===== src/rtl/sar_pkg.sv =====
// Shared types and defaults for the SAR conversion controller.
// Holds the controller state encoding and the default resolution.
package sar_pkg;

    localparam int SAR_N_BITS = 10;

    typedef enum logic [1:0] {
        IDLE    = 2'd0,
        SAMPLE  = 2'd1,
        CONVERT = 2'd2,
        DONE    = 2'd3
    } sar_state_t;

endpackage


===== src/rtl/sar_logic_10bit.sv =====
// Free-running successive-approximation controller.
// Fixed-length sample/convert/done cycle with all outputs registered.
module sar_logic_10bit
    import sar_pkg::*;
#(
    parameter int N_BITS        = SAR_N_BITS,
    parameter int SAMPLE_CYCLES = 1
) (
    input  logic              clk,
    input  logic              rst_n,
    input  logic              comparator_out,
    output logic [N_BITS-1:0] D,
    output logic              sample_clk,
    output logic              reg_clk,
    output logic              EOC
);

    localparam int IW = (N_BITS > 1) ? $clog2(N_BITS) : 1;
    localparam logic [IW-1:0] IDX_TOP = IW'(N_BITS - 1);
    localparam logic [3:0] SC_LAST = 4'(SAMPLE_CYCLES - 1);
    localparam logic [N_BITS-1:0] MSB_TRIAL = {1'b1, {(N_BITS-1){1'b0}}};

    sar_state_t    state;
    logic [IW-1:0] idx;
    logic [3:0]    samp_cnt;

    // Sequencer and trial register; comparator used only while converting.
    always_ff @(posedge clk or negedge rst_n) begin
        if (!rst_n) begin
            state      <= IDLE;
            D          <= '0;
            sample_clk <= 1'b0;
            reg_clk    <= 1'b0;
            EOC        <= 1'b0;
            idx        <= IDX_TOP;
            samp_cnt   <= '0;
        end else begin
            unique case (state)
                IDLE: begin
                    state      <= SAMPLE;
                    sample_clk <= 1'b1;
                    D          <= '0;
                    samp_cnt   <= '0;
                end
                SAMPLE: begin
                    if (samp_cnt == SC_LAST) begin
                        state      <= CONVERT;
                        sample_clk <= 1'b0;
                        reg_clk    <= 1'b1;
                        D          <= MSB_TRIAL;
                        idx        <= IDX_TOP;
                    end else begin
                        samp_cnt <= samp_cnt + 4'd1;
                    end
                end
                CONVERT: begin
                    D[idx] <= comparator_out;
                    if (idx != '0) begin
                        D[idx - 1'b1] <= 1'b1;
                        idx           <= idx - 1'b1;
                    end else begin
                        state   <= DONE;
                        reg_clk <= 1'b0;
                        EOC     <= 1'b1;
                    end
                end
                DONE: begin
                    state      <= SAMPLE;
                    EOC        <= 1'b0;
                    sample_clk <= 1'b1;
                    D          <= '0;
                    samp_cnt   <= '0;
                    idx        <= IDX_TOP;
                end
                default: begin
                    state <= IDLE;
                end
            endcase
        end
    end

endmodule


===== config.mk =====
export PLATFORM = sky130hd
export DESIGN_NAME = sar_logic_10bit
export DESIGN_NICKNAME = d
export VERILOG_FILES = /design/src/rtl/sar_pkg.sv /design/src/rtl/sar_logic_10bit.sv
export SDC_FILE = /design/constraint.sdc
export NUM_CORES = 1
export LEC_CHECK = 0
export CAP_MARGIN = 20
export CORE_ASPECT_RATIO = 0.75
export CORE_MARGIN = 8
export CORE_UTILIZATION = 30
export DETAILED_ROUTE_END_ITERATION = 7
export SKIP_LAST_GASP = 1
export SYNTH_ARGS = -nofsm -noshare
export SYNTH_HDL_FRONTEND = slang
export SYNTH_SLANG_ARGS = --single-unit
export TNS_END_PERCENT = 30

===== constraint.sdc =====
create_clock -name clk -period 2 [get_ports clk]
set_input_delay 0.2 -clock clk [delete_from_list [all_inputs] [get_ports clk]]
set_output_delay 0.2 -clock clk [all_outputs]
set_load 0.1 [all_outputs]

## After elaboration in Yosys (flattened, before gate mapping)

Cells that the tools add are included.

- Flip-flop bits (word level): 23
- Bits of input ports: 3
- Output and inout port bits: 13
- Word-level logic and storage cells: 60

- Add/subtract/negate cells: 2
- Order comparisons: 4
- Eq/ne operators: 7
- Multiplexer cells: 23
- Bitwise logic cells: 1
- Reduce and logical (&&, ||, !) cells: 16

Operator list:

| cell | number |
|---|---|
| $pmux 10 s3 | 1 |
| $mux 10 | 2 |
| $mux 4 | 3 |
| $pmux 4 s3 | 1 |
| $bwmux 10 | 1 |
| $lt 4x5->1 const B | 2 |
| $or 10x10->10 | 1 |
| $demux 1 s4 | 2 |
| $ge 4x1->1 const B | 2 |
| $ne 2x2->1 const B | 4 |
| $pmux 4 s2 | 1 |
| $reduce_and 2->1 | 4 |
| $mux 1 | 6 |
| $pmux 1 s2 | 3 |
| $pmux 2 s3 | 1 |
| $reduce_and 3->1 | 2 |
| $reduce_bool 2->1 | 3 |
| $add 4x1->4 const B | 1 |
| $eq 2x2->1 const B | 2 |
| $logic_not 4->1 | 1 |
| $mux 2 | 2 |
| $reduce_bool 4->1 | 1 |
| $sub 4x1->4 const B | 1 |
| $reduce_bool 3->1 | 1 |
| 4 further kinds | 5 |

## Logic depth before layout (Yosys ltp)

- Depth after elaboration: 8
- Gate-level depth with buffers: 7
- Gate-level depth less buffers: 6

## Worst setup path before layout

Ideal clock, no wire load.

- Path kind: register -> register
- Start: register idx[1]
- End: register state[1]
- Library setup time: 0.125 ns
- Arrival time: 1.797 ns
- Data required time: 1.875 ns
- Path slack: 0.078 ns
- Stages on the path, launching flop included: 7
- Path buffers: 1
- Clock period less this slack: 1.922 ns
- Cell sequence: dfrtp_1 inv_1 ha_1 or3b_1 clkbuf_1 a21oi_2 mux2_2

- Cells in the longest elaborated chain, start to end: 3

RTL lines:

| what | line | RTL |
|---|---|---|
| from (decl) | sar_logic_10bit.sv:24 | `logic [IW-1:0] idx;` |
| from (signal assigned) | sar_logic_10bit.sv:60 | `idx <= idx - 1'b1;` |
| $reduce_bool 4->1 | sar_logic_10bit.sv:58 | `if (idx != '0) begin` |
| $ne 2x2->1 (no source line) | -- |  |
| $reduce_and 2->1 (no source line) | -- |  |
| to (signal assigned) | sar_logic_10bit.sv:62 | `state <= DONE;` |
| to (signal assigned) | sar_logic_10bit.sv:68 | `state <= SAMPLE;` |
| to (signal assigned) | sar_logic_10bit.sv:76 | `state <= IDLE;` |
| to (decl) | sar_logic_10bit.sv:23 | `sar_state_t state;` |

No other way between the ends.
A chain may end at the register's enable or synchronous reset.

## Worst setup path after layout

- Start: register samp_cnt[0]
- End: register state[1]

- Cells in the longest elaborated chain, start to end: 3

RTL lines:

| what | line | RTL |
|---|---|---|
| from (decl) | sar_logic_10bit.sv:25 | `logic [3:0] samp_cnt;` |
| from (signal assigned) | sar_logic_10bit.sv:53 | `samp_cnt <= samp_cnt + 4'd1;` |
| $logic_not 4->1 | sar_logic_10bit.sv:46 | `if (samp_cnt == SC_LAST) begin` |
| $ne 2x2->1 (no source line) | -- |  |
| $reduce_and 2->1 (no source line) | -- |  |
| to (signal assigned) | sar_logic_10bit.sv:40 | `state <= SAMPLE;` |
| to (signal assigned) | sar_logic_10bit.sv:47 | `state <= CONVERT;` |
| to (signal assigned) | sar_logic_10bit.sv:62 |  |

No other way between the ends.

==> results.yml <==
status:
  status: "complete, no violations"
clock_network:
  cts_sinks: 23
  cts_hold_buffers: 0
  cts_tree: "built"
  clk_pin_slew_ns: 0.09
  cts_setup_buffers: 0
  htree_num_levels: 1
  post_cts_resized: 0
  cts.path.max_buffers: 2
  worstSkewPairLatency_ns: 0.27
  root_buffer: "clkbuf_8"
  cts_buffers: 3
drt:
  drt_pre_antenna_iters: 4
  wl_per_cell_um: 14.8
  drc: 0
  wl_um: 3680
  vias: 1267
  ant_nets: 0
  viasPerCell: 5.09
  drtIter0Drc: 118
final_layout:
  post-route-util_pct: 37.0
  regArea_sq_um: 578
  area_growth_pct: 18.6
  nNetsFinal: 208
  nFillCells: 503
  drive_gt1_share_pct: 22.2
  antenna_cells: 0
  multi_input_area_sq_um: 873
sta:
  min_period_ns: 1.88
  finalHoldViolations: 0
  setup-violations-final: 0
  period_share_pct: 94.1
  rsz0062_at_grt: "false"
  fin_skew_ns: 0.00403
  finalSetupTns_ns: 0
  drv_slew: 0
  slew_headroom_pct: 67.9
  fmax_ghz: 0.532
  tightest_slew_ns: 0.479
synth:
  syn-num-nets: 185
  synth_top_area_share_pct: 34.1
  synthArstFlopShare_pct: 100
  yosysMostFrequentCell: "dfrtp_1"
  synth_cells: 167
  synth.avg_cell_area_sq_um: 9.22
  ys_warn_count: 0
  ys_top_cells_by_area: "dfrtp_1 34%, ha_1 12%, o21ai_0 6.5%"
  ys_seq_elements: 23
  synth_cell_types: 45
  synthFlopType: "dfrtp_1"
  synth-edff-count: 0
  synth_seq_area_share_pct: 37.6
  synth_common_cells: "21 x dfrtp_1, 20 x o21ai_0, 15 x ha_1, 15 x nand2_1, 11 x nor2_1"
  syn_area_sq_mm: 0.00154
  synth_largest_area_cell: "dfrtp_1"
setup_path:
  startpoint: "samp_cnt[0]"
  cp-start-kind: "flop"
  worstSetupPathType: "reg2reg"
  cpMaxStageDelayCell: "dfrtp_1"
  slowest_delay_ns: 0.43
  critPathMaxFanout: 15
  critPathTopFamily: "simple AND/OR/NAND/NOR gates"
  required_ns: 2.16
  rr_worst_depth: 6
  endpoint_kind: "flop"
  crit_arrival_ns: 2.04
  cp.buffers_inverters: 1
  r2r_start: "samp_cnt[0]"
  r2r_slack_ns: 0.12
  timing.rr.end: "state[1]"
  path_cells: "inv_1 > ha_1 > or3b_4 > and2_4 > a21oi_2 > mux2_2"
die:
  die_h_um: 78.0
  row_count: 22
  io_pins: 16
  core-area_sq_mm: 0.00493
  die_area_sq_mm: 0.00770
  die_x_um: 98.7
  floorplan.initialDensity_pct: 31.2
power:
  leakage_nw: 0.816
  peakVddDrop_v: 0.000164
  p_per_area_mw_per_mm2: 432
global_route:
  track_usage_pct: 10.2
  grt_max_degree: 16
  grt_pass1_wl_um: 6380
  grt_pass1_vias: 1239
  antenna_found_initial: 0
  globalRouteOverflowTotal: 0
min_path:
  worstHoldPathType: "in2async"
placement:
  port_buffers: 15
  detailed_place_hpwl_um: 2790
  routabilityCongestion: 0.827
run:
  cap_violations: 0
[metrics by stage]
step / power, mW / setup WS [ns] / instances / hold WS (ns) / cell area, sq um
after global placement: 0.495 / 0.160 / 245 / 0.498 / 1780
after CTS: 0.804 / 0.113 / 249 / 0.274 / 1830
after global routing: 0.820 / 0.0370 / 249 / 0.307 / 1830
after floorplan: 0.477 / 0.0783 / 167 / -0.0956 / 1540
after detailed placement: 0.495 / 0.132 / 245 / 0.506 / 1780
final: 0.788 / 0.119 / 249 / 0.249 / 1830
[routing by layer]
layer  share of wire (%)  global-route usage, %
met1                  56                   14.7
met2                  39                   14.4
met3                 3.9                   2.56
met4                 1.1                   3.66
met5                   0                      0
[state kept, by name (all words and copies together), names as in the netlist]
signal / cells
D: 10
EOC: 1
idx: 4
reg_clk: 1
samp_cnt: 4
sample_clk: 1
state: 2
[cell families after synthesis]
logic type	share of synthesized area, %
AO/OA/AOI/OAI	25.0
AND/OR/NAND/NOR	15.4
flip-flops	37.6
buffers and inverters	5.69
adder cells (fa/ha/maj)	12.2
multiplexers	3.58
XOR/XNOR	0.569
[worst max-delay path by stage]
stage / cells after the start / slack, ns / to
2_1_floorplan: 6 / 0.08 / state[1]
3_3_place_gp: 6 / 0.16 / state[1]
3_5_place_dp: 6 / 0.13 / state[1]
4_1_cts: 6 / 0.11 / state[1]
5_1_grt: 6 / 0.04 / state[1]
6_report: 6 / 0.12 / state[1]
[layout make-up]
type / instances / share of cell area (%)
multi-input cells: 124 / 47.8
flip-flops and latches: 23 / 31.7
repair buffers: 28 / 11.8
well taps: 60 / 4.11
clock buffers: 3 / 2.26
inverters: 10 / 2.06
clock inverters: 1 / 0.274
[cells in the final DEF, fill, tap and decap left out, types with 3 or more instances in the layout]
cell / Yosys / routed
a32oi_1: 6 / 6
nand2_1: 15 / 15
o21ai_0: 20 / 20
dfrtp_1: 21 / 21
mux2_2: 4 / 4
a32o_1: 3 / 3
a21oi_1: 10 / 10
ha_1: 15 / 15
buf_4: 0 / 26
nor2b_1: 3 / 3
nor2_1: 11 / 11
clkbuf_8: 0 / 3
inv_1: 10 / 10
[report_power, final]
group          internal [mW]  total, mW  switching (mW)
logic                0.00688     0.0197          0.0128
clock network          0.139      0.303           0.164
registers              0.465      0.465               0
No activity file was read; power rests on OpenSTA's default activity.
